$ cat src/rtl/mem_pkg.sv
// mem_pkg: shared definitions for the memory-access stage.
//   - funct3 load/store size and sign encodings (F3_LB..F3_LWU)
//   - access-size codes taken from funct3[1:0] and their byte-enable base masks
//   - MEM stage FSM state enum (IDLE, WAIT)
//   - helpers for byte-enable mask, offset alignment and misalignment detection
package mem_pkg;

  localparam logic [2:0] F3_LB  = 3'b000;
  localparam logic [2:0] F3_LH  = 3'b001;
  localparam logic [2:0] F3_LW  = 3'b010;
  localparam logic [2:0] F3_LD  = 3'b011;
  localparam logic [2:0] F3_LBU = 3'b100;
  localparam logic [2:0] F3_LHU = 3'b101;
  localparam logic [2:0] F3_LWU = 3'b110;

  localparam logic [1:0] SZ_B = 2'd0;
  localparam logic [1:0] SZ_H = 2'd1;
  localparam logic [1:0] SZ_W = 2'd2;
  localparam logic [1:0] SZ_D = 2'd3;

  localparam logic [7:0] BE_MASK_B = 8'h01;
  localparam logic [7:0] BE_MASK_H = 8'h03;
  localparam logic [7:0] BE_MASK_W = 8'h0F;
  localparam logic [7:0] BE_MASK_D = 8'hFF;

  typedef enum logic {
    IDLE,
    WAIT
  } state_t;

  function automatic logic [7:0] size_mask(input logic [1:0] sz);
    case (sz)
      SZ_B:    return BE_MASK_B;
      SZ_H:    return BE_MASK_H;
      SZ_W:    return BE_MASK_W;
      default: return BE_MASK_D;
    endcase
  endfunction

  // Drop the low offset bits that would break natural alignment for the size.
  function automatic logic [2:0] align_off(input logic [1:0] sz, input logic [2:0] off);
    case (sz)
      SZ_B:    return off;
      SZ_H:    return {off[2:1], 1'b0};
      SZ_W:    return {off[2], 2'b00};
      default: return 3'b000;
    endcase
  endfunction

  function automatic logic is_misaligned(input logic [1:0] sz, input logic [2:0] off);
    case (sz)
      SZ_H:    return off[0];
      SZ_W:    return |off[1:0];
      SZ_D:    return |off;
      default: return 1'b0;
    endcase
  endfunction

endpackage

$ cat src/rtl/mem_load_align.sv
// mem_load_align: extracts the addressed sub-word from an aligned doubleword
// and sign/zero-extends it according to funct3.
//   rdata  : aligned 64-bit doubleword from data memory
//   off    : byte offset within the doubleword (already size-aligned)
//   funct3 : load size/sign (111 behaves as ld)
//   data   : extended load result
module mem_load_align
  import mem_pkg::*;
(
  input  logic [63:0] rdata,
  input  logic [2:0]  off,
  input  logic [2:0]  funct3,
  output logic [63:0] data
);

  logic [63:0] shifted;

  always_comb begin
    shifted = rdata >> {off, 3'b000};
    data    = shifted;
    case (funct3)
      F3_LB:  data = {{56{shifted[7]}},  shifted[7:0]};
      F3_LH:  data = {{48{shifted[15]}}, shifted[15:0]};
      F3_LW:  data = {{32{shifted[31]}}, shifted[31:0]};
      F3_LD:  data = shifted;
      F3_LBU: data = {56'd0, shifted[7:0]};
      F3_LHU: data = {48'd0, shifted[15:0]};
      F3_LWU: data = {32'd0, shifted[31:0]};
      default: data = shifted;
    endcase
  end

endmodule

$ cat src/rtl/mem_stage.sv
// mem_stage: MEM stage of the 5-stage RV64 pipeline.
// Resolves the branch PC select, performs loads/stores on a variable-latency
// data-memory port (stalling upstream while an access is outstanding) and
// registers results into MEM/WB.
// Ports:
//   clk, reset                      clock, synchronous active-high reset
//   alu_result, store_data, funct3  EX/MEM address, store value, size/sign
//   rd, mem_read, mem_write,
//   mem_to_reg, reg_write,
//   branch, branch_taken,
//   branch_target                   EX/MEM destination and control bits
//   pc_src, pc_target               combinational branch redirect
//   mem_stall                       freezes IF/ID/EX and EX/MEM
//   dmem_req/we/addr/wdata/be       data-memory request side
//   dmem_ack, dmem_rdata            data-memory completion and read data
//   memwb_*                         MEM/WB pipeline register outputs
// Parameters: ACK_TIMEOUT (WAIT cycles before a bus error), XLEN (64 only).
// Build option: define MEM_MISALIGN_TRAP_EN to trap misaligned accesses
// instead of silently aligning them down.
module mem_stage
  import mem_pkg::*;
#(
  parameter int unsigned ACK_TIMEOUT = 16,
  parameter int unsigned XLEN        = 64
) (
  input  logic            clk,
  input  logic            reset,
  input  logic [XLEN-1:0] alu_result,
  input  logic [XLEN-1:0] store_data,
  input  logic [2:0]      funct3,
  input  logic [4:0]      rd,
  input  logic            mem_read,
  input  logic            mem_write,
  input  logic            mem_to_reg,
  input  logic            reg_write,
  input  logic            branch,
  input  logic            branch_taken,
  input  logic [XLEN-1:0] branch_target,
  output logic            pc_src,
  output logic [XLEN-1:0] pc_target,
  output logic            mem_stall,
  output logic            dmem_req,
  output logic            dmem_we,
  output logic [XLEN-1:0] dmem_addr,
  output logic [XLEN-1:0] dmem_wdata,
  output logic [7:0]      dmem_be,
  input  logic            dmem_ack,
  input  logic [XLEN-1:0] dmem_rdata,
  output logic [XLEN-1:0] memwb_read_data,
  output logic [XLEN-1:0] memwb_alu_result,
  output logic [4:0]      memwb_rd,
  output logic            memwb_mem_to_reg,
  output logic            memwb_reg_write,
  output logic            memwb_bus_err,
  output logic            memwb_misalign
);

  localparam int unsigned CW = (ACK_TIMEOUT > 1) ? $clog2(ACK_TIMEOUT) : 1;

  state_t          state_q, state_d;
  logic [CW-1:0]   cnt_q;
  logic [1:0]      size;
  logic [2:0]      off_raw;
  logic [2:0]      off;
  logic            access_raw;
  logic            access;
  logic            misalign;
  logic            timeout;
  logic            load_ok;
  logic [XLEN-1:0] load_data;

  assign size       = funct3[1:0];
  assign off_raw    = alu_result[2:0];
  assign access_raw = mem_read | mem_write;

`ifdef MEM_MISALIGN_TRAP_EN
  assign misalign = access_raw & is_misaligned(size, off_raw);
  assign off      = off_raw;
`else
  assign misalign = 1'b0;
  assign off      = align_off(size, off_raw);
`endif

  assign access = access_raw & ~misalign;

  assign pc_src    = branch & branch_taken;
  assign pc_target = branch_target;

  assign dmem_we   = mem_write;
  assign dmem_addr = {alu_result[XLEN-1:3], 3'b000};
  assign dmem_be   = size_mask(size) << off;

  always_comb begin
    case (size)
      SZ_B:    dmem_wdata = {8{store_data[7:0]}};
      SZ_H:    dmem_wdata = {4{store_data[15:0]}};
      SZ_W:    dmem_wdata = {2{store_data[31:0]}};
      default: dmem_wdata = store_data;
    endcase
  end

  mem_load_align u_load_align (
    .rdata  (dmem_rdata),
    .off    (off),
    .funct3 (funct3),
    .data   (load_data)
  );

  always_ff @(posedge clk) begin
    if (reset) begin
      state_q <= IDLE;
      cnt_q   <= '0;
    end else begin
      state_q <= state_d;
      if (state_q == WAIT && state_d == WAIT)
        cnt_q <= cnt_q + 1'b1;
      else
        cnt_q <= '0;
    end
  end

  // The timeout cycle drops mem_stall so the aborted instruction leaves
  // EX/MEM together with its bus-error capture; otherwise upstream would
  // still hold it and IDLE would immediately re-issue the same access.
  always_comb begin
    state_d  = state_q;
    dmem_req = 1'b0;
    timeout  = 1'b0;
    case (state_q)
      IDLE: begin
        dmem_req = access;
        if (access && !dmem_ack)
          state_d = WAIT;
      end
      WAIT: begin
        dmem_req = 1'b1;
        if (dmem_ack) begin
          state_d = IDLE;
        end else if (cnt_q == CW'(ACK_TIMEOUT - 1)) begin
          timeout = 1'b1;
          state_d = IDLE;
        end
      end
      default: state_d = IDLE;
    endcase
    if (reset)
      dmem_req = 1'b0;
    mem_stall = dmem_req & ~dmem_ack & ~timeout;
  end

  // Stray acks while no request is up never reach MEM/WB.
  assign load_ok = dmem_req & dmem_ack & mem_read & ~mem_write;

  always_ff @(posedge clk) begin
    if (reset || mem_stall) begin
      memwb_read_data  <= '0;
      memwb_alu_result <= '0;
      memwb_rd         <= '0;
      memwb_mem_to_reg <= 1'b0;
      memwb_reg_write  <= 1'b0;
      memwb_bus_err    <= 1'b0;
      memwb_misalign   <= 1'b0;
    end else begin
      memwb_read_data  <= load_ok ? load_data : '0;
      memwb_alu_result <= alu_result;
      memwb_rd         <= rd;
      memwb_mem_to_reg <= mem_to_reg;
      memwb_reg_write  <= reg_write & ~timeout & ~misalign;
      memwb_bus_err    <= timeout;
      memwb_misalign   <= misalign;
    end
  end

endmodule

$ cat config.mk
export PLATFORM = sky130hd
export DESIGN_NAME = mem_stage
export DESIGN_NICKNAME = d
export VERILOG_FILES = /design/src/rtl/mem_pkg.sv /design/src/rtl/mem_load_align.sv /design/src/rtl/mem_stage.sv
export SDC_FILE = /design/constraint.sdc
export NUM_CORES = 1
export LEC_CHECK = 0
export CAP_MARGIN = 0
export CORE_AREA = 2 2 236 238
export CTS_CLUSTER_SIZE = 28
export DETAILED_ROUTE_END_ITERATION = 8
export DIE_AREA = 0 0 238 240
export PLACE_DENSITY = 0.43
export SLEW_MARGIN = 20
export SYNTH_ARGS = -nofsm -noshare
export SYNTH_HDL_FRONTEND = slang
export SYNTH_SLANG_ARGS = --single-unit
$ cat constraint.sdc
create_clock -name clk -period 3 [get_ports clk]
set_input_delay 0.6 -clock clk [delete_from_list [all_inputs] [get_ports clk]]
set_output_delay 0.6 -clock clk [all_outputs]
set_load 0.005 [all_outputs]
==> results of run 1 <==
## final timing paths
check | slack (ns) | start | endpoint | cells past startpoint
hold reg to reg | 0.46 | cnt_q[0]$_SDFF_PP0_ | cnt_q[0]$_SDFF_PP0_ | 1
setup / recovery | 0.11 | alu_result[2] | dmem_be[3] | 6
setup reg to reg | 0.68 | cnt_q[0]$_SDFF_PP0_ | memwb_alu_result[45]$_SDFF_PP0_ | 7
hold / removal | 0.46 | cnt_q[0]$_SDFF_PP0_ | cnt_q[0]$_SDFF_PP0_ | 1
## area by class of cell
class / instances / area [sq um]
Inverter: 14 / 52.6
Fill cell: 5951 / 41700
Clock inverter: 14 / 148
Sequential cell: 141 / 2820
Tap cell: 704 / 881
Timing Repair Buffer: 541 / 5340
Antenna cell: 4 / 10.0
Multi-Input combinational cell: 495 / 3260
Clock buffer: 18 / 439
## layer usage
metal / GRT usage / wire (microns) / vias to the layer above
li1: - / - / 3436
met1: 0.155 / 16000 / 3470
met2: 0.275 / 23300 / 431
met3: 0.0449 / 3470 / 98
met4: 0.0616 / 1290 / 4
met5: 0 / 23 / -
## metrics by stage
step | power (mW) | util
CTS | 5.54 | 0.237
floorplan | 2.53 | -
global route | 5.69 | 0.237
global placement | 3.34 | 0.226
detailed placement | 3.33 | 0.226
finish | 5.42 | 0.237
## worst reg2reg max path, delay by kind of cell (launching register included)
family / cells / cell delay [ns]
fa+ha+maj: 1 / 0.20
flops: 1 / 0.36
buf+inv: 2 / 0.48
simple gates: 4 / 1.23
## placed cells by master, fill, tap and decap left out, types with 6 or more instances in the layout
| master | instances |
|---|---|
| a211oi_1 | 8 |
| a21oi_1 | 59 |
| and2_1 | 70 |
| buf_12 | 6 |
| buf_4 | 56 |
| clkbuf_16 | 17 |
| clkdlybuf4s50_1 | 477 |
| dfxtp_1 | 141 |
| inv_1 | 14 |
| mux2_2 | 33 |
| mux2i_1 | 38 |
| mux4_2 | 12 |
| nand2_1 | 106 |
| nand3_1 | 13 |
| nand4_1 | 11 |
| nor2_1 | 38 |
| nor2b_1 | 11 |
| nor3_1 | 11 |
| o21ai_0 | 23 |
## power groups by stage
stage | combinational [mW] | sequential, mW | clock (mW)
floorplan | 0.517 | 2.01 | 0
global placement | 1.33 | 2.01 | 0
detailed placement | 1.32 | 2.01 | 0
CTS | 1.34 | 1.96 | 2.24
global route | 1.42 | 1.97 | 2.30
finish | 1.32 | 1.96 | 2.14
## timing repair
action                                  4_1_cts  5_1_grt
gates resized for setup                       3        2
endpoints found under the setup margin        5        6
setup buffers                                 0        0
## logic make-up after synthesis
kind of cell	after synthesis
and+or+nand+nor	282
buffers and inverters	208
DFF	141
AOI/OAI and AO/OA	122
muxes	83
xor gates and xnor gates	3
adders and majority gates	1
other	1
==> metrics.yaml, run 1 <==
outcome: "finished clean"
first_iter_violations: 463
synth-main-ff-cell: "dfxtp_1"
grt_pass1_vias: 7655
cp-start-kind: "primary input"
hp-class: "register to register"
synth_compound_area_frac: 0.101
synth_edf_count: 0
crit_fanout: 8
cp-end-kind: "output pin"
grt-ovfl-total: 0
grt.total_usage: 0.148
vias_per_cell: 3.85
cts_max_level: 4
muxShareOfSynthArea: 0.139
io-pin-count: 614
max_slew_margin: 0.388
cell_internal_pwr_mw: 3.92
worstMarginPinSlew_ns: 0.915
grt_max_degree: 52
areaGrowthSynthToFinish_pct: 75.7
drv_slew: 0
path_cells: "clkdlybuf4s50_1 > buf_4 > inv_1 > a21oi_1 > nor2_1 > clkdlybuf4s50_1"
clkSinkCount: 141
synth_top_family_by_area: "simple AND/OR/NAND/NOR gates"
synth_area_leaders: "dfxtp_1 (38%), buf_4 (14%), and2_1 (5.9%)"
p_comb_frac: 0.244
async_reset_ff_frac: 0
fin_tns_setup_ns: 0
power_frac_seq: 0.362
clkPwrFrac: 0.394
cts_buffers: 17
drtAntennaViolNets: 0
path_class: "primary input to output pin"
start_util: 0.135
core_sq_mm: 0.0547
drive_gt1_frac: 0.124
die_h_microns: 240
ys_ff_latch: 141
route.detailed.drc: 0
fin_skew_ns: 0.0131
synth_top_area_cell: "dfxtp_1"
via_count: 7439
placed_area_sq_mm: 0.0123
cap_violations: 0
synthXorXnorAreaFrac: 0.00357
finalNonFillerCells: 1931
layout_worst_path_cycle_share: 0.963
io_buffers: 481
hpwl_microns: 37400
switchingPower_mw: 1.50
yosysMostFrequentCell: "dfxtp_1"
crit_family: "buffers and inverters"
fin_crit_ns: 2.89
path_clk_slew_ns: 0.07
ys_seq_area_frac: 0.383
critPathSlowestCell: "clkdlybuf4s50_1"
globalplace.congestion: 0.856
critPathBufInv: 4
vdd_drop_max_v: 0.000380
yosys.area_share.simple: 0.190
cts_root_buffer: "clkbuf_16"
synth_commonest_cells: "dfxtp_1 (141), buf_4 (139), nand2_1 (106), and2_1 (70), a21oi_1 (59)"
rsz0062_at_grt: "no"
power_switching_share: 0.276
place_inst: 1895
drtPass1Iterations: 5
reg_top3: "memwb_alu_result x64, memwb_read_data x64, memwb_rd x5"
clk_latency_ns: 0.44
yosysWarnings: 0
holdBufCountCts: 0
die_w_microns: 238
fin_area_sq_mm: 0.0129
wl_per_cell_microns: 22.8
postSynthAreaPerCell_sq_um: 8.76
cp.arrival_ns: 2.29
cpMostUsedCell: "clkdlybuf4s50_1"
dieArea_sq_mm: 0.0571
whs_ns: 0.462
finalSetupViolations: 0
leakage_nw: 5.13
syn_inst: 841
required_ns: 2.40
pre_cts_ws_ns: -0.0844
yosys.area_share.adder: 0.00170
fmax_mhz: 346
netlist_area_sq_mm: 0.00737
totalWireLength_microns: 44000
grt_pass1_wl_microns: 59100
clock_tree.buffer_depth: 2
row_count: 86
cts_tree: "built"
layout.nets: 1484
hold_violations: 0
power_density_mw_per_mm2: 419
setup_ws_ns: 0.111
antenna_found_initial: 14
ys_types: 54
synth_top_area_frac: 0.383
slowest_delay_ns: 0.56
Power figures use the tool's default switching activity.
==> inputs of run 2 (changes only) <==
- clock period: 3 -> 2.8 ns (I/O delays scaled with it)
==> run 2 against run 1 <==
Cell count is 1.2% higher. Register-to-register slack worse by 0.02 ns. First-iteration DRC count is 21% lower. Clock power is 11% higher. Setup slack worse by 0.045 ns. Die area stayed put. Non-clock buffer count is 27 higher. Critical path type unchanged.
==> metrics.yaml, run 2 (synthesis gave the netlist of run 1 again) <==
cp-start-kind: "primary input"
pre_cts_ws_ns: -0.298  # -0.214 ns
antenna_found_initial: 16  # +2
grt_pass1_vias: 7599  # -0.73%
cts_tree: "built"
io_buffers: 481  # unchanged
hold_violations: 0  # unchanged
path_class: "primary input to output pin"
wl_per_cell_microns: 22.7  # -0.42%
io-pin-count: 614  # unchanged
crit_fanout: 7  # -1
place_inst: 1920  # +1.3%
final_cell_mix: "clkdlybuf4s50_1 (472), dfxtp_1 (141), nand2_1 (106)"
switchingPower_mw: 1.55  # +3.5%
clk_latency_ns: 0.45  # about the same
totalWireLength_microns: 44300  # +0.77%
leakage_nw: 5.31  # +3.5%
fin_skew_ns: 0.0103  # -0.00271 ns
grt_pass1_wl_microns: 59400  # +0.56%
vdd_drop_max_v: 0.000410  # +7.8%
areaGrowthSynthToFinish_pct: 79.3
cell_internal_pwr_mw: 4.39  # +12%
fmax_mhz: 366
path_clk_slew_ns: 0.07  # about the same
core_sq_mm: 0.0547  # unchanged
fin_crit_ns: 2.73
route.detailed.drc: 0  # unchanged
cpMostUsedCell: "mux2_2"
layout_worst_path_cycle_share: 0.976
start_util: 0.135  # unchanged
slowest_delay_ns: 0.46  # -0.10 ns
row_count: 86  # unchanged
cts_root_buffer: "clkbuf_16"
worstMarginPinSlew_ns: 0.623  # -0.292 ns
reg_top3: "memwb_alu_result x64, memwb_read_data x64, memwb_rd x5"
clock_tree.buffer_depth: 2  # unchanged
finalSetupViolations: 0  # unchanged
critPathSlowestCell: "clkdlybuf4s50_1"
power_switching_share: 0.261  # -0.0155
fin_area_sq_mm: 0.0132  # +2.0%
vias_per_cell: 3.83  # -0.67%
layout_commonest_cell: "clkdlybuf4s50_1"
placed_area_sq_mm: 0.0125  # +1.7%
power_frac_seq: 0.354  # -0.008
clkSinkCount: 141  # unchanged
rsz0062_at_grt: "yes"
p_comb_frac: 0.245  # about the same
outcome: "finished clean"
cts_max_level: 4  # unchanged
cap_violations: 0  # unchanged
die_w_microns: 238  # unchanged
drtPass1Iterations: 5  # unchanged
die_h_microns: 240  # unchanged
drv_slew: 0  # unchanged
finish.utilization: 0.242  # +0.00481
path_cells: "buf_4 > nor2_2 > buf_6 > mux2_2 > mux2_2 > clkdlybuf4s50_1"
grt.total_usage: 0.150  # +0.00171
cp.arrival_ns: 2.17  # -0.12 ns
max_slew_margin: 0.583  # +0.196
dieArea_sq_mm: 0.0571  # unchanged
setup_ws_ns: 0.0665  # -0.0448 ns
clkPwrFrac: 0.401  # +0.007
drtAntennaViolNets: 0  # unchanged
globalplace.congestion: 0.859  # +0.39%
cp-end-kind: "output pin"
layout.nets: 1511  # +1.8%
critPathBufInv: 3  # -1
grt-ovfl-total: 0  # unchanged
cts_buffers: 17  # unchanged
grt_max_degree: 51  # -1.9%
whs_ns: 0.447  # -0.0152 ns
via_count: 7477  # +0.51%
required_ns: 2.24  # -0.16 ns
hpwl_microns: 37600  # +0.49%
power_density_mw_per_mm2: 450  # +7.4%
crit_family: "buffers and inverters"
drive_gt1_frac: 0.144  # +0.0199
first_iter_violations: 365  # -21%
finalNonFillerCells: 1954  # +1.2%
holdBufCountCts: 0  # unchanged
hp-class: "register to register"
==> run 2: stage by stage <==
stage / power, mW / setup TNS (ns)
2_1_floorplan: 2.71 / 0
3_3_place_gp: 3.62 / -7.11
3_5_place_dp: 3.61 / -9.55
4_1_cts: 6.06 / 0
5_1_grt: 6.22 / -0.0381
6_report: 5.94 / 0
==> run 2: path summary, 6_finish.rpt <==
path,slack (ns),from,endpoint,depth (start not counted)
setup / recovery,0.07,funct3[1],dmem_wdata[42],6
hold / removal,0.45,cnt_q[0]$_SDFF_PP0_,cnt_q[0]$_SDFF_PP0_,1
setup reg to reg,0.66,cnt_q[0]$_SDFF_PP0_,memwb_alu_result[38]$_SDFF_PP0_,7
hold reg to reg,0.45,cnt_q[0]$_SDFF_PP0_,cnt_q[0]$_SDFF_PP0_,1
==> run 2: power by group through the flow <==
stage               combinational, mW  sequential (mW)  clock (mW)
global placement                 1.47             2.15           0
finish                           1.45             2.10        2.38
CTS                              1.47             2.10        2.48
detailed placement               1.46             2.15           0
floorplan                       0.554             2.16           0
global route                     1.56             2.11        2.55
==> run 2: what timing repair did <==
action | CTS | global route
setup endpoints to repair | 14 | 10
pin swaps | 0 | 0
cloned | 0 | 0
gates resized for setup | 9 | 9
buffers inserted | 1 | 1
==> run 2: worst reg2reg max path: cells and delay by family, from the launching register on <==
| kind | cells | cell delay [ns] |
|---|---|---|
| fa+ha+maj | 1 | 0.19 |
| buf+inv | 2 | 0.47 |
| simple gates | 4 | 1.07 |
| flops | 1 | 0.35 |
==> run 2: metal layers <==
layer / vias to the layer above / global-route usage / part of all wire
li1: 3486 / - / -
met1: 3475 / 0.159 / 0.37
met2: 421 / 0.283 / 0.53
met3: 93 / 0.0440 / 0.077
met4: 2 / 0.0498 / 0.026
met5: - / 0 / 0.00029
==> run 2: layout make-up <==
type	instances	area, sq um
Clock buffer	20	457
Timing Repair Buffer	568	5570
Clock inverter	10	140
Multi-Input combinational cell	495	3280
Fill cell	5929	41500
Sequential cell	141	2820
Antenna cell	2	5.00
Inverter	14	56.3
Tap cell	704	881
